## src/rtl/msg_pkg.sv

```systemverilog
// Shared definitions for the bot message transmitter and receiver:
// ASCII constants, message/unit encodings, frame lengths and helpers.
package msg_pkg;

    localparam logic [7:0] ASCII_HASH = 8'h23;
    localparam logic [7:0] ASCII_DASH = 8'h2D;
    localparam logic [7:0] ASCII_0    = 8'h30;
    localparam logic [7:0] ASCII_B    = 8'h42;
    localparam logic [7:0] ASCII_C    = 8'h43;
    localparam logic [7:0] ASCII_D    = 8'h44;
    localparam logic [7:0] ASCII_E    = 8'h45;
    localparam logic [7:0] ASCII_F    = 8'h46;
    localparam logic [7:0] ASCII_I    = 8'h49;
    localparam logic [7:0] ASCII_M    = 8'h4D;
    localparam logic [7:0] ASCII_O    = 8'h4F;
    localparam logic [7:0] ASCII_P    = 8'h50;
    localparam logic [7:0] ASCII_R    = 8'h52;
    localparam logic [7:0] ASCII_S    = 8'h53;
    localparam logic [7:0] ASCII_U    = 8'h55;

    localparam logic [3:0] FRAME_LEN_SHORT = 4'd8;
    localparam logic [3:0] FRAME_LEN_LONG  = 4'd11;

    typedef enum logic [1:0] {
        MSG_FIM = 2'd0,
        MSG_BPM = 2'd1,
        MSG_BDM = 2'd2,
        MSG_POS = 2'd3
    } msg_type_e;

    typedef enum logic [1:0] {
        UNIT_E = 2'd0,
        UNIT_C = 2'd1,
        UNIT_R = 2'd2,
        UNIT_S = 2'd3
    } msg_unit_e;

    typedef enum logic [2:0] {
        ST_IDLE = 3'd0,
        ST_LOAD = 3'd1,
        ST_SEND = 3'd2,
        ST_WAIT = 3'd3,
        ST_GAP  = 3'd4
    } tx_state_e;

    // Letter that names a unit inside a frame.
    function automatic logic [7:0] unit_char(input logic [1:0] unit);
        logic [7:0] c;
        case (msg_unit_e'(unit))
            UNIT_E:  c = ASCII_E;
            UNIT_C:  c = ASCII_C;
            UNIT_R:  c = ASCII_R;
            default: c = ASCII_S;
        endcase
        return c;
    endfunction

    // Number of bytes in a frame of the given type, '#' included.
    function automatic logic [3:0] frame_len(input logic [1:0] mtype);
        return (msg_type_e'(mtype) == MSG_BPM) ? FRAME_LEN_LONG : FRAME_LEN_SHORT;
    endfunction

    // Only the SU unit picks blocks, and it never reports faults or deposits.
    function automatic logic req_is_valid(input logic [1:0] mtype,
                                          input logic [1:0] unit,
                                          input logic [5:0] arg);
        logic ok;
        case (msg_type_e'(mtype))
            MSG_BPM: ok = (unit == UNIT_S) && (arg <= 6'd3);
            MSG_FIM: ok = (unit != UNIT_S);
            MSG_BDM: ok = (unit != UNIT_S);
            default: ok = 1'b1;
        endcase
        return ok;
    endfunction

endpackage

```

## src/rtl/msg_tx_if.sv

```systemverilog
// Request and UART-byte signals of the message transmitter.
//
// Handshake rules:
//   request : accepted on a cycle where msg_valid && msg_ready; the fields
//             are captured on that cycle only. msg_valid while busy is dropped.
//   uart    : tx_start is a one-cycle pulse with tx_data valid on that cycle;
//             tx_data stays stable until the next byte is loaded. tx_done is a
//             one-cycle pulse returned by the UART when the byte has gone out.
//   err     : one-cycle pulse on a rejected request or a timed-out byte.
interface msg_tx_if;
    logic       msg_valid;
    logic [1:0] msg_type;
    logic [1:0] msg_unit;
    logic [5:0] msg_arg;
    logic       msg_ready;
    logic [7:0] tx_data;
    logic       tx_start;
    logic       tx_done;
    logic       busy;
    logic       err;
    logic [2:0] state_dbg;

    modport master (
        output msg_valid, msg_type, msg_unit, msg_arg, tx_done,
        input  msg_ready, tx_data, tx_start, busy, err, state_dbg
    );

    modport slave (
        input  msg_valid, msg_type, msg_unit, msg_arg, tx_done,
        output msg_ready, tx_data, tx_start, busy, err, state_dbg
    );
endinterface

```

## src/rtl/msg_frame_rom.sv

```systemverilog
// Combinational frame lookup: (type, unit, arg, index) -> ASCII byte.
module msg_frame_rom
    import msg_pkg::*;
(
    input  logic [1:0] type_i,
    input  logic [1:0] unit_i,
    input  logic [5:0] arg_i,
    input  logic [3:0] idx_i,
    output logic [7:0] byte_o
);

    logic [3:0] tens;
    logic [3:0] ones;
    logic [7:0] hdr0;
    logic [7:0] hdr1;
    logic [7:0] hdr2;
    logic [7:0] block_digit;
    logic       is_pos;
    logic       is_bpm;

    // Decimal split of the node number and the one-based block digit.
    always_comb begin
        tens        = 4'(arg_i / 6'd10);
        ones        = 4'(arg_i % 6'd10);
        block_digit = ASCII_0 + 8'd1 + {6'd0, arg_i[1:0]};
        is_pos      = (msg_type_e'(type_i) == MSG_POS);
        is_bpm      = (msg_type_e'(type_i) == MSG_BPM);
    end

    // Three-letter message mnemonic.
    always_comb begin
        hdr0 = ASCII_F;
        hdr1 = ASCII_I;
        hdr2 = ASCII_M;
        case (msg_type_e'(type_i))
            MSG_BPM: begin hdr0 = ASCII_B; hdr1 = ASCII_P; hdr2 = ASCII_M; end
            MSG_BDM: begin hdr0 = ASCII_B; hdr1 = ASCII_D; hdr2 = ASCII_M; end
            MSG_POS: begin hdr0 = ASCII_P; hdr1 = ASCII_O; hdr2 = ASCII_S; end
            default: begin hdr0 = ASCII_F; hdr1 = ASCII_I; hdr2 = ASCII_M; end
        endcase
    end

    // Byte at the requested position; positions past the frame read as 0.
    always_comb begin
        byte_o = 8'h00;
        if (idx_i < frame_len(type_i)) begin
            case (idx_i)
                4'd0:    byte_o = hdr0;
                4'd1:    byte_o = hdr1;
                4'd2:    byte_o = hdr2;
                4'd3:    byte_o = ASCII_DASH;
                4'd4:    byte_o = is_pos ? (ASCII_0 + {4'd0, tens}) : unit_char(unit_i);
                4'd5:    byte_o = is_pos ? (ASCII_0 + {4'd0, ones}) : ASCII_U;
                4'd6:    byte_o = ASCII_DASH;
                4'd7:    byte_o = is_bpm ? ASCII_B : ASCII_HASH;
                4'd8:    byte_o = block_digit;
                4'd9:    byte_o = ASCII_DASH;
                4'd10:   byte_o = ASCII_HASH;
                default: byte_o = 8'h00;
            endcase
        end
    end

endmodule

```

## src/rtl/msg_tx.sv

```systemverilog
// Message transmitter: validates and latches one request, then feeds the
// frame byte by byte to the UART, with a per-byte timeout and a trailing gap.
module msg_tx
    import msg_pkg::*;
#(
    parameter logic [31:0] GAP_CYCLES     = 32'd50000,
    parameter logic [31:0] TIMEOUT_CYCLES = 32'd500000
) (
    input  logic     clk_50M,
    input  logic     reset,
    msg_tx_if.slave  bus
);

    tx_state_e   state_q, state_d;
    logic [3:0]  idx_q, idx_d;
    logic [31:0] tout_q, tout_d;
    logic [31:0] gap_q, gap_d;
    logic [1:0]  type_q, type_d;
    logic [1:0]  unit_q, unit_d;
    logic [5:0]  arg_q, arg_d;
    logic [7:0]  data_q, data_d;
    logic        err_d;
    logic        req_ok;
    logic [7:0]  rom_byte;

    msg_frame_rom u_rom (
        .type_i (type_q),
        .unit_i (unit_q),
        .arg_i  (arg_q),
        .idx_i  (idx_q),
        .byte_o (rom_byte)
    );

    assign req_ok = req_is_valid(bus.msg_type, bus.msg_unit, bus.msg_arg);

    // Next-state and datapath updates; a byte of '#' just acknowledged ends the frame.
    always_comb begin
        state_d = state_q;
        idx_d   = idx_q;
        tout_d  = tout_q;
        gap_d   = gap_q;
        type_d  = type_q;
        unit_d  = unit_q;
        arg_d   = arg_q;
        data_d  = data_q;
        err_d   = 1'b0;
        case (state_q)
            ST_IDLE: begin
                if (bus.msg_valid) begin
                    if (req_ok) begin
                        type_d  = bus.msg_type;
                        unit_d  = bus.msg_unit;
                        arg_d   = bus.msg_arg;
                        idx_d   = 4'd0;
                        state_d = ST_LOAD;
                    end else begin
                        err_d = 1'b1;
                    end
                end
            end
            ST_LOAD: begin
                data_d  = rom_byte;
                state_d = ST_SEND;
            end
            ST_SEND: begin
                tout_d  = 32'd0;
                state_d = ST_WAIT;
            end
            ST_WAIT: begin
                // A done on the terminal-count cycle still wins over the timeout.
                if (bus.tx_done) begin
                    idx_d = idx_q + 4'd1;
                    if (data_q == ASCII_HASH) begin
                        gap_d   = 32'd0;
                        state_d = ST_GAP;
                    end else begin
                        state_d = ST_LOAD;
                    end
                end else if (tout_q == TIMEOUT_CYCLES - 32'd1) begin
                    err_d   = 1'b1;
                    state_d = ST_IDLE;
                end else begin
                    tout_d = tout_q + 32'd1;
                end
            end
            ST_GAP: begin
                if (gap_q == GAP_CYCLES - 32'd1) begin
                    state_d = ST_IDLE;
                end else begin
                    gap_d = gap_q + 32'd1;
                end
            end
            default: state_d = ST_IDLE;
        endcase
    end

    // State and datapath registers with synchronous reset.
    always_ff @(posedge clk_50M) begin
        if (reset) begin
            state_q <= ST_IDLE;
            idx_q   <= 4'd0;
            tout_q  <= 32'd0;
            gap_q   <= 32'd0;
            type_q  <= 2'd0;
            unit_q  <= 2'd0;
            arg_q   <= 6'd0;
            data_q  <= 8'h00;
        end else begin
            state_q <= state_d;
            idx_q   <= idx_d;
            tout_q  <= tout_d;
            gap_q   <= gap_d;
            type_q  <= type_d;
            unit_q  <= unit_d;
            arg_q   <= arg_d;
            data_q  <= data_d;
        end
    end

    // Outputs decode from the state; pulses are held off while reset is asserted.
    assign bus.msg_ready = (state_q == ST_IDLE);
    assign bus.busy      = (state_q != ST_IDLE);
    assign bus.tx_start  = (state_q == ST_SEND) && !reset;
    assign bus.tx_data   = data_q;
    assign bus.err       = err_d && !reset;
    assign bus.state_dbg = state_q;

endmodule

```

## src/flat_wrapper.sv

```systemverilog
// flat-port wrapper written by rule: the top's interface ports become plain ports
module msg_tx_flat import msg_pkg::*;
#(
    parameter logic [31:0] GAP_CYCLES     = 32'd50000,
    parameter logic [31:0] TIMEOUT_CYCLES = 32'd500000
)
  (clk_50M, reset, bus_msg_valid, bus_msg_type, bus_msg_unit, bus_msg_arg, bus_tx_done, bus_msg_ready, bus_tx_data, bus_tx_start, bus_busy, bus_err, bus_state_dbg);
  msg_tx_if bus_i ();
  input  logic clk_50M;
  input  logic reset;
  input wire logic [$bits(bus_i.msg_valid)-1:0] bus_msg_valid;
  input wire logic [$bits(bus_i.msg_type)-1:0] bus_msg_type;
  input wire logic [$bits(bus_i.msg_unit)-1:0] bus_msg_unit;
  input wire logic [$bits(bus_i.msg_arg)-1:0] bus_msg_arg;
  input wire logic [$bits(bus_i.tx_done)-1:0] bus_tx_done;
  output wire logic [$bits(bus_i.msg_ready)-1:0] bus_msg_ready;
  output wire logic [$bits(bus_i.tx_data)-1:0] bus_tx_data;
  output wire logic [$bits(bus_i.tx_start)-1:0] bus_tx_start;
  output wire logic [$bits(bus_i.busy)-1:0] bus_busy;
  output wire logic [$bits(bus_i.err)-1:0] bus_err;
  output wire logic [$bits(bus_i.state_dbg)-1:0] bus_state_dbg;
  assign bus_i.msg_valid = bus_msg_valid;
  assign bus_i.msg_type = bus_msg_type;
  assign bus_i.msg_unit = bus_msg_unit;
  assign bus_i.msg_arg = bus_msg_arg;
  assign bus_i.tx_done = bus_tx_done;
  assign bus_msg_ready = bus_i.msg_ready;
  assign bus_tx_data = bus_i.tx_data;
  assign bus_tx_start = bus_i.tx_start;
  assign bus_busy = bus_i.busy;
  assign bus_err = bus_i.err;
  assign bus_state_dbg = bus_i.state_dbg;
  msg_tx #(.GAP_CYCLES(GAP_CYCLES), .TIMEOUT_CYCLES(TIMEOUT_CYCLES)) u_core (.clk_50M(clk_50M), .reset(reset), .bus(bus_i));
endmodule
```

## config.mk

```make
export PLATFORM = sky130hd
export DESIGN_NAME = msg_tx_flat
export DESIGN_NICKNAME = d
export VERILOG_FILES = /design/src/rtl/msg_pkg.sv /design/src/rtl/msg_tx_if.sv /design/src/rtl/msg_frame_rom.sv /design/src/rtl/msg_tx.sv /design/src/flat_wrapper.sv
export SDC_FILE = /design/constraint.sdc
export NUM_CORES = 1
export LEC_CHECK = 0
export ABC_CLOCK_PERIOD_IN_PS = 4600
export BUFFER_PORTS_ARGS = -buffer_cell sky130_fd_sc_hd__buf_2
export CAP_MARGIN = 40
export CORE_MARGIN = 2
export CORE_UTILIZATION = 68
export CTS_BUF_LIST = sky130_fd_sc_hd__clkbuf_4
export DETAILED_ROUTE_END_ITERATION = 6
export GPL_TIMING_DRIVEN = 0
export PLACE_DENSITY_LB_ADDON = 0.05
export SLEW_MARGIN = 20
export SYNTH_ARGS = -nofsm -noshare
export SYNTH_HDL_FRONTEND = slang
export SYNTH_SLANG_ARGS = --single-unit
```

## constraint.sdc

```tcl
create_clock -name clk_50M -period 4.6 [get_ports clk_50M]
set_input_delay 0.46 -clock clk_50M [delete_from_list [all_inputs] [get_ports clk_50M]]
set_output_delay 0.46 -clock clk_50M [all_outputs]
set_load 0.05 [all_outputs]
```

==> results of run 1 <==
==> tightest hold or removal path: cells and delay by family <==
family	cells	cell delay (ns)
mux	1	0.05
simple gates	1	0.08
buf+inv	1	0.08
==> kinds of logic (layout without fill, tap and decap cells) <==
kind of cell               count (synthesis)  count (layout)
AOI/OAI and AO/OA                        130             130
other                                      1               1
and+or+nand+nor                          287             287
buffers and inverters                     61             104
adders and majority gates                 18              18
muxes                                     16              16
xor gates and xnor gates                  51              51
DFF                                       88              88
==> per-layer routing <==
metal | wire, um | vias up | share of wire [%]
met1 | 5580 | 2322 | 44
li1 | - | 2407 | -
met5 | 0 | - | 0
met2 | 6050 | 194 | 48
met4 | 182 | 0 | 1.4
met3 | 831 | 23 | 6.6
==> state kept, by name, summed over array words and instances (netlist names) <==
| register | count |
|---|---|
| u_core.tout_q | 32 |
| u_core.arg_q | 6 |
| u_core.bus.tx_data | 7 |
| u_core.type_q | 2 |
| u_core.unit_q | 2 |
| u_core.bus.state_dbg | 3 |
| u_core.gap_q | 32 |
| u_core.idx_q | 4 |
==> cells in the final DEF, fill, tap and decap left out, types with 17 or more instances in the layout <==
| cell | synthesis | routed |
|---|---|---|
| sky130_fd_sc_hd__clkbuf_1 | 22 | 22 |
| sky130_fd_sc_hd__nor2_1 | 94 | 94 |
| sky130_fd_sc_hd__nor3_1 | 18 | 18 |
| sky130_fd_sc_hd__nand2_1 | 48 | 48 |
| sky130_fd_sc_hd__xnor2_1 | 38 | 38 |
| sky130_fd_sc_hd__nand4_1 | 17 | 17 |
| sky130_fd_sc_hd__ha_1 | 18 | 18 |
| sky130_fd_sc_hd__inv_1 | 28 | 28 |
| sky130_fd_sc_hd__buf_2 | 4 | 31 |
| sky130_fd_sc_hd__nand3_1 | 30 | 30 |
| sky130_fd_sc_hd__a21oi_1 | 42 | 42 |
| sky130_fd_sc_hd__dfxtp_1 | 88 | 88 |
==> per-stage QoR <==
step	instance area (um2)	std cells	setup WS, ns	util (%)
2_1_floorplan	5200	652	1.26	-
3_3_place_gp	5460	778	2.21	74.5
3_5_place_dp	5460	778	2.13	74.5
4_1_cts	5620	794	1.70	76.7
5_1_grt	5620	794	1.44	76.7
6_report	5620	794	1.70	76.7
==> cell usage after synthesis, types with 4 or more instances <==
master / count
sky130_fd_sc_hd__a211oi_1: 15
sky130_fd_sc_hd__buf_2: 4
sky130_fd_sc_hd__a31o_1: 4
sky130_fd_sc_hd__nand3_1: 30
sky130_fd_sc_hd__o21ai_0: 13
sky130_fd_sc_hd__mux2i_1: 13
sky130_fd_sc_hd__a21o_1: 5
sky130_fd_sc_hd__nand3b_1: 6
sky130_fd_sc_hd__xor2_1: 13
sky130_fd_sc_hd__nor2b_1: 6
sky130_fd_sc_hd__nand2_1: 48
sky130_fd_sc_hd__nand4_1: 17
sky130_fd_sc_hd__and4_1: 5
sky130_fd_sc_hd__nand2b_1: 10
sky130_fd_sc_hd__ha_1: 18
sky130_fd_sc_hd__a31oi_1: 8
sky130_fd_sc_hd__nor2_1: 94
sky130_fd_sc_hd__a22oi_1: 4
sky130_fd_sc_hd__or4_1: 6
sky130_fd_sc_hd__nor3_1: 18
sky130_fd_sc_hd__xnor2_1: 38
sky130_fd_sc_hd__nor4_1: 13
sky130_fd_sc_hd__dfxtp_1: 88
sky130_fd_sc_hd__inv_1: 28
sky130_fd_sc_hd__clkbuf_1: 22
sky130_fd_sc_hd__a21oi_1: 42
sky130_fd_sc_hd__or3_1: 6
sky130_fd_sc_hd__and3_1: 13
sky130_fd_sc_hd__a21oi_2: 7
==> layout make-up <==
class	instances	area (um2)	share of cell area (%)
Sequential cell	88	1760	31.3
Clock buffer	9	67.6	1.20
Multi-Input combinational cell	503	3180	56.6
Clock inverter	7	95.1	1.69
Buffer	33	155	2.76
Inverter	28	105	1.87
Tap cell	99	124	2.20
Timing Repair Buffer	27	135	2.40
==> worst max path at each step <==
stage	endpoint	cells past startpoint
after floorplan	bus_err	6
after CTS	bus_err	6
after detailed placement	u_core.bus.tx_data[2]$_SDFFE_PP0P_	10
after global routing	bus_err	6
final	bus_err	6
after global placement	u_core.bus.tx_data[2]$_SDFFE_PP0P_	10
==> power breakdown <==
group	switching, uW	total (uW)	internal [uW]
logic	169	239	70.6
registers	14.4	790	776
clock network	272	494	222
total	455	1520	1070
==> results.rst, run 1 <==
.. list-table::
   :header-rows: 1

   * - Metric
     - Value
   * - Status
     - completed
   * - Largest delay contributor family on the critical path
     - simple AND/OR/NAND/NOR gates
   * - Crit path arrival time
     - 2.44 ns
   * - Leakage power
     - 0.00207 uW
   * - Count of buffer and inverter cells on the critical path
     - 1
   * - Mapped Area
     - 0.00520 mm2
   * - Area fraction in and, or, nand and nor cells after synthesis
     - 27.7%
   * - PnR Total Power
     - 1520 uW
   * - Width of the die
     - 91.5 um
   * - CTS buffer count
     - 9
   * - Vertical extent of the die
     - 91.5 um
   * - Global-route met3 utilization
     - 7.39%
   * - Worst hold start
     - bus_msg_arg[1]
   * - Ratio of routed vias to standard cells
     - 6.23
   * - Routability Congestion
     - 0.941
   * - Gates resized, CTS repair
     - 0
   * - Number of global-route vias before repair
     - 4,729
   * - Slew headroom
     - 52.1%
   * - Net total in the final layout
     - 722
   * - EDFF count, synth
     - 0
   * - Largest voltage drop on the vdd net
     - 0.224 mV
   * - Count of mapped cells out of synthesis
     - 652
   * - Main synth FF type
     - sky130_fd_sc_hd__dfxtp_1
   * - Start point of the critical path
     - u_core.tout_q[8]$_SDFFE_PP0P_
   * - Synthesized area per cell
     - 7.98 um2
   * - Number of cells traversed by the worst hold path
     - 3
   * - Worst setup skew after layout
     - 0.0235 ns
   * - Clock sink total
     - 88
   * - Critical path fanouts, max
     - 5
   * - Clock Pin Slew Worst Setup and Hold Paths
     - 0.13 ns
   * - Area share of fa/ha/maj cells after synthesis
     - 4.33%
   * - Cell chain of the critical path
     - nor4b_1 > nand4_1 > nor3_1 > a21oi_1 > nor2_1 > buf_2
   * - Share of cell area taken by muxes after synthesis
     - 3.15%
   * - Maximum capacitance violations
     - 0
   * - Ys Warns
     - 0
   * - R2r worst-path depth
     - 10
   * - GRT Resource Usage Total
     - 31.7%
   * - Antenna-violating nets left
     - 0
   * - Slew Limit Fails
     - 0
   * - Library cell with the largest summed area after synthesis
     - sky130_fd_sc_hd__dfxtp_1
   * - Count of pins on the block boundary
     - 29
   * - Max clock buf depth
     - 2
   * - Wire length of the first global-routing pass
     - 21,900 um
   * - Skew-Pair Late Insertion Delay
     - 0.44 ns
   * - Setup TNS
     - 0 ns
   * - # diodes
     - 0
   * - Largest family of logic cells by synthesized area
     - simple AND/OR/NAND/NOR gates
   * - Die Outline Area
     - 0.00837 mm2
   * - Antenna violations before repair
     - 0
   * - Class of the worst hold path
     - input port to flip-flop
   * - Routed length per placed instance
     - 15.9 um
   * - DRC violation count after routing
     - 0
   * - Post-route worst hold slack
     - 0.261 ns
   * - Met1 Track Usage GR
     - 41.7%
   * - Final wirelength
     - 12,700 um
   * - Post-CTS Hold Fix Bufs
     - 0
   * - Critical R2R Capture
     - u_core.bus.tx_data[2]$_SDFFE_PP0P_
   * - Crit path required time
     - 4.14 ns
   * - Hold violation count in the final report
     - 0
   * - Hold Crit Endpoint
     - u_core.arg_q[1]$_SDFFE_PP0P_
   * - Iteration-0 DRC count of the detailed router
     - 304
   * - Delay of the slowest critical-path stage
     - 0.43 ns
   * - IO Port Bufs
     - 27
   * - Compound-cell area share of the yosys netlist
     - 17.3%
   * - Register-to-Register Setup Slack
     - 1.96 ns
   * - Rows
     - 31
   * - Core Region
     - 0.00733 mm2
   * - Launching element type of the critical path
     - flip-flop
   * - Critical register-to-register path startpoint
     - u_core.arg_q[4]$_SDFFE_PP0P_
   * - Clock Tree Root
     - sky130_fd_sc_hd__clkbuf_4
   * - CP max stage cell
     - sky130_fd_sc_hd__dfxtp_1
   * - Count of cell types in the netlist
     - 67
   * - Leading cell types by total area after synthesis
     - sky130_fd_sc_hd__dfxtp_1, sky130_fd_sc_hd__nor2_1, sky130_fd_sc_hd__xnor2_1
   * - Power density over the cells
     - 271 mW/mm2
   * - Fill cell total of the finished layout
     - 547
   * - Htree depth
     - 3
   * - Number of synthesized register bits
     - 88
   * - Synthesized Nets
     - 684
   * - Post-CTS Repair Setup Buffers
     - 0
   * - TritonCTS clock tree
     - done
   * - Period Utilization, post-route
     - 63.1%
   * - Ratio of cells with drive above 1 in the final layout
     - 10.5%
   * - Xor/xnor share of the synthesized area
     - 8.59%
   * - Largest net degree at the start of global routing
     - 16
   * - Area share of the leading cell type in the synthesized netlist
     - 33.9%
   * - Max Freq
     - 344 MHz
   * - Start-to-end type of the worst setup path
     - flip-flop to primary output
   * - Unrepaired setup endpoints after global routing
     - no
   * - Met2 global-route usage
     - 52.0%
   * - Layout Area Growth over Synthesis
     - 8.10%
   * - HPWL after detailed placement
     - 9320 um
   * - First-pass iteration count of the detailed router
     - 5
   * - Effective utilization at floorplan
     - 71.0%
   * - FFs w/ async S/R, synth
     - 0%
   * - DR vias
     - 4,946
   * - Capturing element type of the critical path
     - primary output
   * - Overflow left after global routing
     - 0
   * - Slew @ Worst Pin
     - 0.718 ns
   * - Min Clock Period, post-route
     - 2.90 ns
   * - Final setup violating endpoints
     - 0
   * - Global routing's busiest layer
     - met2
   * - Post-synthesis sequential area ratio
     - 33.9%
Note: power is estimated with default switching activity, not from simulation.
==> inputs of run 2 (changes only) <==
--- a/config.mk
+++ b/config.mk
@@ -5,11 +5,11 @@
 export SDC_FILE = /design/constraint.sdc
 export NUM_CORES = 1
 export LEC_CHECK = 0
-export ABC_CLOCK_PERIOD_IN_PS = 4600
+export ABC_CLOCK_PERIOD_IN_PS = 2600
 export BUFFER_PORTS_ARGS = -buffer_cell sky130_fd_sc_hd__buf_2
 export CAP_MARGIN = 40
 export CORE_MARGIN = 2
-export CORE_UTILIZATION = 68
+export CORE_UTILIZATION = 57
 export CTS_BUF_LIST = sky130_fd_sc_hd__clkbuf_4
 export DETAILED_ROUTE_END_ITERATION = 6
 export GPL_TIMING_DRIVEN = 0
==> constraint.sdc (replaced) <==
create_clock -name clk_50M -period 2.6 [get_ports clk_50M]
set_input_delay 0.26 -clock clk_50M [delete_from_list [all_inputs] [get_ports clk_50M]]
set_output_delay 0.26 -clock clk_50M [all_outputs]
set_load 0.05 [all_outputs]
==> results.rst, run 2 (same netlist as run 1, synthesis figures left out) <==
.. list-table::
   :header-rows: 1

   * - Metric
     - Value
   * - Rows
     - 34 (was 31)
   * - Crit path arrival time
     - 2.15 ns (was 2.44 ns)
   * - Worst setup skew after layout
     - 0.0293 ns (was 0.0235 ns)
   * - Post-CTS Repair Setup Buffers
     - 0 (unchanged)
   * - Setup TNS
     - 0 ns (unchanged)
   * - Final standard cell area without fillers
     - 0.00568 mm2 (was 0.00562 mm2)
   * - Crit path required time
     - 2.34 ns (was 4.14 ns)
   * - HPWL after detailed placement
     - 9220 um (was 9320 um)
   * - Die Outline Area
     - 0.00991 mm2 (was 0.00837 mm2)
   * - PnR Total Power
     - 2740 uW (was 1520 uW)
   * - Routability Congestion
     - 0.952 (was 0.941)
   * - TritonCTS clock tree
     - done (unchanged)
   * - Effective utilization at floorplan
     - 59.1% (was 71.0%)
   * - Hold violation count in the final report
     - 0 (unchanged)
   * - Period Utilization, post-route
     - 92.6%
   * - Min Clock Period, post-route
     - 2.41 ns
   * - DR vias
     - 4,816 (was 4,946)
   * - Slew headroom
     - 49.2% (was 52.1%)
   * - Width of the die
     - 99.5 um (was 91.5 um)
   * - Power density over the cells
     - 483 mW/mm2 (was 271 mW/mm2)
   * - Commonest non-fill, non-tap cell in the layout
     - sky130_fd_sc_hd__nor2_1 (unchanged)
   * - Clock sink total
     - 88 (unchanged)
   * - Count of pins on the block boundary
     - 29 (unchanged)
   * - Number of cells traversed by the worst hold path
     - 3 (unchanged)
   * - Status
     - completed (unchanged)
   * - Overflow left after global routing
     - 0 (unchanged)
   * - Wire length of the first global-routing pass
     - 21,400 um (was 21,900 um)
   * - Share of the core filled with cells
     - 64.5% (was 76.7%)
   * - First-pass iteration count of the detailed router
     - 5 (unchanged)
   * - R2r worst-path depth
     - 9 (was 10)
   * - Placed cell area
     - 0.00548 mm2 (was 0.00546 mm2)
   * - Post-route worst hold slack
     - 0.0213 ns (was 0.261 ns)
   * - Unrepaired setup endpoints after global routing
     - no (unchanged)
   * - Critical register-to-register path startpoint
     - u_core.bus.state_dbg[1]$_SDFFE_PP0P_ (was u_core.arg_q[4]$_SDFFE_PP0P_)
   * - Slew @ Worst Pin
     - 0.762 ns (was 0.718 ns)
   * - Antenna-violating nets left
     - 0 (unchanged)
   * - Vertical extent of the die
     - 99.5 um (was 91.5 um)
   * - Ratio of cells with drive above 1 in the final layout
     - 11.7% (was 10.5%)
   * - Net total in the final layout
     - 721 (was 722)
   * - Worst hold start
     - bus_msg_arg[0] (was bus_msg_arg[1])
   * - Skew-Pair Late Insertion Delay
     - 0.46 ns (was 0.44 ns)
   * - Layout Area Growth over Synthesis
     - 9.09% (was 8.10%)
   * - IO Port Bufs
     - 27 (unchanged)
   * - Clock Tree Root
     - sky130_fd_sc_hd__clkbuf_4 (unchanged)
   * - Class of the worst hold path
     - input port to flip-flop (unchanged)
   * - Iteration-0 DRC count of the detailed router
     - 250 (was 304)
   * - Critical path fanouts, max
     - 8 (was 5)
   * - Launching element type of the critical path
     - flip-flop (unchanged)
   * - GRT Resource Usage Total
     - 26.3% (was 31.7%)
   * - Register-to-Register Setup Slack
     - 0.21 ns (was 1.96 ns)
   * - Hold Crit Endpoint
     - u_core.arg_q[0]$_SDFFE_PP0P_ (was u_core.arg_q[1]$_SDFFE_PP0P_)
   * - Final wirelength
     - 12,500 um (was 12,700 um)
   * - Slew Limit Fails
     - 0 (unchanged)
   * - Capturing element type of the critical path
     - primary output (unchanged)
   * - Ratio of routed vias to standard cells
     - 6.00 (was 6.23)
   * - DRC violation count after routing
     - 0 (unchanged)
   * - Max Freq
     - 415 MHz
   * - Most frequent cells in the layout
     - sky130_fd_sc_hd__nor2_1, sky130_fd_sc_hd__dfxtp_1, sky130_fd_sc_hd__nand2_1, sky130_fd_sc_hd__a21oi_1, sky130_fd_sc_hd__xnor2_1 (unchanged)
   * - CTS buffer count
     - 9 (unchanged)
   * - Largest voltage drop on the vdd net
     - 0.267 mV (was 0.224 mV)
   * - Core Region
     - 0.00881 mm2 (was 0.00733 mm2)
   * - Htree depth
     - 3 (unchanged)
   * - Leakage power
     - 0.00208 uW (was 0.00207 uW)
   * - Final setup violating endpoints
     - 0 (unchanged)
   * - Clock Pin Slew Worst Setup and Hold Paths
     - 0.17 ns (was 0.13 ns)
   * - # diodes
     - 0 (unchanged)
   * - Antenna violations before repair
     - 0 (unchanged)
   * - Start-to-end type of the worst setup path
     - flip-flop to primary output (unchanged)
   * - Number of global-route vias before repair
     - 4,546 (was 4,729)
   * - Routed length per placed instance
     - 15.6 um (was 15.9 um)
   * - Max clock buf depth
     - 2 (unchanged)
   * - Critical R2R Capture
     - u_core.gap_q[6]$_SDFFE_PP0P_ (was u_core.bus.tx_data[2]$_SDFFE_PP0P_)
   * - Largest net degree at the start of global routing
     - 17 (was 16)
   * - Maximum capacitance violations
     - 0 (unchanged)
[run 2: area by class of cell]
| cell class | instances | area (um2) |
|---|---|---|
| Clock buffer | 9 | 67.6 |
| Fill cell | 785 | 3130 |
| Sequential cell | 88 | 1760 |
| Clock inverter | 7 | 100 |
| Tap cell | 108 | 135 |
| Inverter | 28 | 105 |
| Timing Repair Buffer | 27 | 138 |
| Buffer | 32 | 151 |
| Multi-Input combinational cell | 503 | 3220 |
[run 2: worst max path at each step]
stage                                          from                                 end  slack (ns)  cells past startpoint
6_report             u_core.tout_q[27]$_SDFFE_PP0P_                             bus_err        0.19                      7
5_1_grt        u_core.bus.state_dbg[1]$_SDFFE_PP0P_       u_core.gap_q[12]$_SDFFE_PP0P_        0.02                      9
4_1_cts               u_core.tout_q[8]$_SDFFE_PP0P_                             bus_err        0.03                      6
3_5_place_dp           u_core.arg_q[4]$_SDFFE_PP0P_  u_core.bus.tx_data[2]$_SDFFE_PP0P_        0.12                     10
3_3_place_gp           u_core.arg_q[4]$_SDFFE_PP0P_  u_core.bus.tx_data[2]$_SDFFE_PP0P_        0.17                     10
2_1_floorplan  u_core.bus.state_dbg[1]$_SDFFE_PP0P_                             bus_err       0.002                      6
[run 2: power breakdown]
part	switching, uW	internal (uW)	leakage [uW]	total, uW
combinational	288	125	0.00128	413
clock	529	401	0.0000913	930
sequential	27.0	1370	0.000711	1400
total	844	1900	0.00208	2740
[run 2: worst max-delay path: stages (launching register included)]
cell and delay [ns]:
sky130_fd_sc_hd__dfxtp_1 0.32, sky130_fd_sc_hd__buf_2 0.15, sky130_fd_sc_hd__nor4_1 0.30, sky130_fd_sc_hd__nand4_1 0.23, sky130_fd_sc_hd__nor3_2 0.24, sky130_fd_sc_hd__a21oi_1 0.13, sky130_fd_sc_hd__nor2_1 0.09, sky130_fd_sc_hd__clkbuf_4 0.24
[run 2: what timing repair did]
item | 4_1_cts | 5_1_grt
gates resized for setup | 1 | 6
hold buffers | 0 | 0
pin swaps | 0 | 1
cloned | 0 | 0
endpoints found under the setup margin | 1 | 9
[run 2: stage by stage]
stage / setup WS, ns / cells
global placement: 0.174 / 787
floorplan: 0.00232 / 652
finish: 0.192 / 802
CTS: 0.0269 / 803
global route: 0.0169 / 802
detailed placement: 0.116 / 787
[run 2: routing by layer]
metal  GRT usage, %  vias up  wire, um  part of all wire (%)
met5              0        -         0                     0
met4           8.11        0       223                   1.8
met3           4.57       19       435                   3.5
met2           43.7       98      5970                    48
met1           35.0     2299      5870                    47
li1               -     2400         -                     -
==> inputs of run 3 (changes only) <==
--- a/config.mk
+++ b/config.mk
@@ -8,7 +8,6 @@
 export ABC_CLOCK_PERIOD_IN_PS = 2600
 export BUFFER_PORTS_ARGS = -buffer_cell sky130_fd_sc_hd__buf_2
 export CAP_MARGIN = 40
-export CORE_MARGIN = 2
 export CORE_UTILIZATION = 57
 export CTS_BUF_LIST = sky130_fd_sc_hd__clkbuf_4
 export DETAILED_ROUTE_END_ITERATION = 6
==> results.rst, run 3 (same netlist as run 1, synthesis figures left out) <==
.. list-table::
   :header-rows: 1

   * - Metric
     - Value
   * - DR vias
     - 4,857 (was 4,816)
   * - CP max stage cell
     - sky130_fd_sc_hd__dfxtp_1 (unchanged)
   * - Clock sink total
     - 88 (unchanged)
   * - Iteration-0 DRC count of the detailed router
     - 218 (was 250)
   * - Seq. cell area
     - 0.00176 mm2 (unchanged)
   * - Slew headroom
     - 55.1% (was 49.2%)
   * - Final setup violating endpoints
     - 0 (unchanged)
   * - TritonCTS clock tree
     - done (unchanged)
   * - Ratio of cells with drive above 1 in the final layout
     - 11.8% (was 11.7%)
   * - Crit path required time
     - 2.34 ns (about the same)
   * - Post-route insts no fill
     - 802 (unchanged)
   * - Hold violation count in the final report
     - 0 (unchanged)
   * - Path length in cells of the critical path
     - 7 (unchanged)
   * - Maximum capacitance violations
     - 0 (unchanged)
   * - Setup slack after layout
     - 0.152 ns (was 0.192 ns)
   * - Global routing's busiest layer
     - met2 (unchanged)
   * - Number of global-route vias before repair
     - 4,486 (was 4,546)
   * - Skew-Pair Late Insertion Delay
     - 0.45 ns (was 0.46 ns)
   * - IO Port Bufs
     - 27 (unchanged)
   * - Capturing element type of the critical path
     - primary output (unchanged)
   * - Critical path fanouts, max
     - 8 (unchanged)
   * - Global-route met3 utilization
     - 3.88% (was 4.57%)
   * - Leakage power
     - 0.00206 uW (was 0.00208 uW)
   * - Largest delay contributor family on the critical path
     - simple AND/OR/NAND/NOR gates (unchanged)
   * - Largest net degree at the start of global routing
     - 18 (was 17)
   * - Number of cells traversed by the worst hold path
     - 3 (unchanged)
   * - Final wirelength
     - 12,400 um (was 12,500 um)
   * - Htree depth
     - 3 (unchanged)
   * - Antenna-violating nets left
     - 0 (unchanged)
   * - Ratio of routed vias to standard cells
     - 6.06 (was 6.00)
   * - Post-CTS Repair Setup Buffers
     - 0 (unchanged)
   * - Status
     - completed (unchanged)
   * - Setup TNS
     - 0 ns (unchanged)
   * - Wire length of the first global-routing pass
     - 21,400 um (about the same)
   * - Launching element type of the critical path
     - flip-flop (unchanged)
   * - Worst setup skew after layout
     - 0.0170 ns (was 0.0293 ns)
   * - Min Clock Period, post-route
     - 2.45 ns (was 2.41 ns)
   * - Slew @ Worst Pin
     - 0.673 ns (was 0.762 ns)
   * - Met1 Track Usage GR
     - 36.7% (was 35.0%)
   * - Net total in the final layout
     - 721 (unchanged)
   * - GRT Resource Usage Total
     - 27.2% (was 26.3%)
   * - Core Region
     - 0.00876 mm2 (was 0.00881 mm2)
   * - Antenna violations before repair
     - 0 (unchanged)
   * - Layout Area Growth over Synthesis
     - 8.51% (was 9.09%)
   * - Delay of the slowest critical-path stage
     - 0.33 ns (was 0.32 ns)
   * - Count of pins on the block boundary
     - 29 (unchanged)
   * - # diodes
     - 0 (unchanged)
   * - Fill cell total of the finished layout
     - 790 (was 785)
   * - Max Freq
     - 409 MHz (was 415 MHz)
   * - Crit path arrival time
     - 2.19 ns (was 2.15 ns)
   * - PnR Total Power
     - 2570 uW (was 2740 uW)
   * - HPWL after detailed placement
     - 9130 um (was 9220 um)
   * - Post-CTS Hold Fix Bufs
     - 0 (unchanged)
   * - CTS buffer count
     - 9 (unchanged)
   * - Unrepaired setup endpoints after global routing
     - no (unchanged)
   * - Slew Limit Fails
     - 0 (unchanged)
   * - Vertical extent of the die
     - 97.5 um (was 99.5 um)
   * - Clock Tree Root
     - sky130_fd_sc_hd__clkbuf_4 (unchanged)
   * - Met2 global-route usage
     - 44.2% (was 43.7%)
   * - Cell chain of the critical path
     - buf_2 > nor4_1 > nand4_1 > nor3_2 > a21oi_1 > nor2_1 > clkbuf_4 (unchanged)
   * - Width of the die
     - 97.5 um (was 99.5 um)
   * - Power density over the cells
     - 456 mW/mm2 (was 483 mW/mm2)
   * - Start-to-end type of the worst setup path
     - flip-flop to primary output (unchanged)
   * - Count of buffer and inverter cells on the critical path
     - 2 (unchanged)
   * - Share of the core filled with cells
     - 64.4% (was 64.5%)
   * - Overflow left after global routing
     - 0 (unchanged)
   * - Routed length per placed instance
     - 15.5 um (was 15.6 um)
   * - Effective utilization at floorplan
     - 59.4% (was 59.1%)
   * - Commonest non-fill, non-tap cell in the layout
     - sky130_fd_sc_hd__nor2_1 (unchanged)
   * - Largest voltage drop on the vdd net
     - 0.316 mV (was 0.267 mV)
   * - R2r worst-path depth
     - 9 (unchanged)
   * - Class of the worst hold path
     - input port to flip-flop (unchanged)
   * - Clock Pin Slew Worst Setup and Hold Paths
     - 0.16 ns (was 0.17 ns)
   * - Dpl ws
     - 0.137 ns (was 0.116 ns)
   * - First-pass iteration count of the detailed router
     - 5 (unchanged)
   * - Multi-input gate area in the final layout
     - 0.00322 mm2 (about the same)
   * - Period Utilization, post-route
     - 94.2% (was 92.6%)
   * - Rows
     - 34 (unchanged)
   * - Routability Congestion
     - 0.859 (was 0.952)
   * - Max clock buf depth
     - 2 (unchanged)
   * - Most frequent cells in the layout
     - sky130_fd_sc_hd__nor2_1, sky130_fd_sc_hd__dfxtp_1, sky130_fd_sc_hd__nand2_1, sky130_fd_sc_hd__a21oi_1, sky130_fd_sc_hd__xnor2_1 (unchanged)
   * - Die Outline Area
     - 0.00951 mm2 (was 0.00991 mm2)
   * - Cell count after placement
     - 787 (unchanged)
   * - DRC violation count after routing
     - 0 (unchanged)
==> run 3: worst paths after layout <==
path	startpoint	endpoint	slack, ns
setup / recovery	u_core.tout_q[27]$_SDFFE_PP0P_	bus_err	0.15
setup reg to reg	u_core.bus.state_dbg[1]$_SDFFE_PP0P_	u_core.gap_q[6]$_SDFFE_PP0P_	0.29
hold / removal	bus_msg_arg[1]	u_core.arg_q[1]$_SDFFE_PP0P_	0.05
hold reg to reg	u_core.bus.tx_data[5]$_SDFFE_PP0P_	u_core.bus.tx_data[5]$_SDFFE_PP0P_	0.49
==> run 3: timing repair <==
item	CTS	global route
gates resized for setup	2	7
setup endpoints to repair	1	19
pin swaps	0	1
gates cloned	0	0
==> run 3: tightest hold or removal path, cell delays in order <==
cell and delay (ns):
sky130_fd_sc_hd__buf_2 0.08, sky130_fd_sc_hd__mux2i_1 0.06, sky130_fd_sc_hd__nor2_1 0.07
==> run 3: metal layers <==
layer	share of wire, %	vias up
li1	-	2402
met5	0	-
met3	3.8	18
met2	47	110
met1	47	2327
met4	2.0	0
==> run 3: where the power goes <==
| group | internal [uW] | total, uW | switching [uW] |
|---|---|---|---|
| Combinational | 126 | 409 | 284 |
| Clock | 219 | 760 | 541 |
| Sequential | 1370 | 1400 | 29.5 |
==> run 3: through the flow <==
step                      cell area (um2)  hold slack (ns)
after global placement               5480            0.466
final                                5650           0.0456
after detailed placement             5480            0.480
after CTS                            5620           0.0143
after global routing                 5650           0.0244
after floorplan                      5210            0.404
==> run 3: final cells by class <==
class	instances	area share [%]
Multi-Input combinational cell	503	57.1
Sequential cell	88	31.2
Buffer	32	2.68
Timing Repair Buffer	27	2.44
Tap cell	108	2.39
Inverter	28	1.86
Clock buffer	9	1.20
Clock inverter	7	1.09
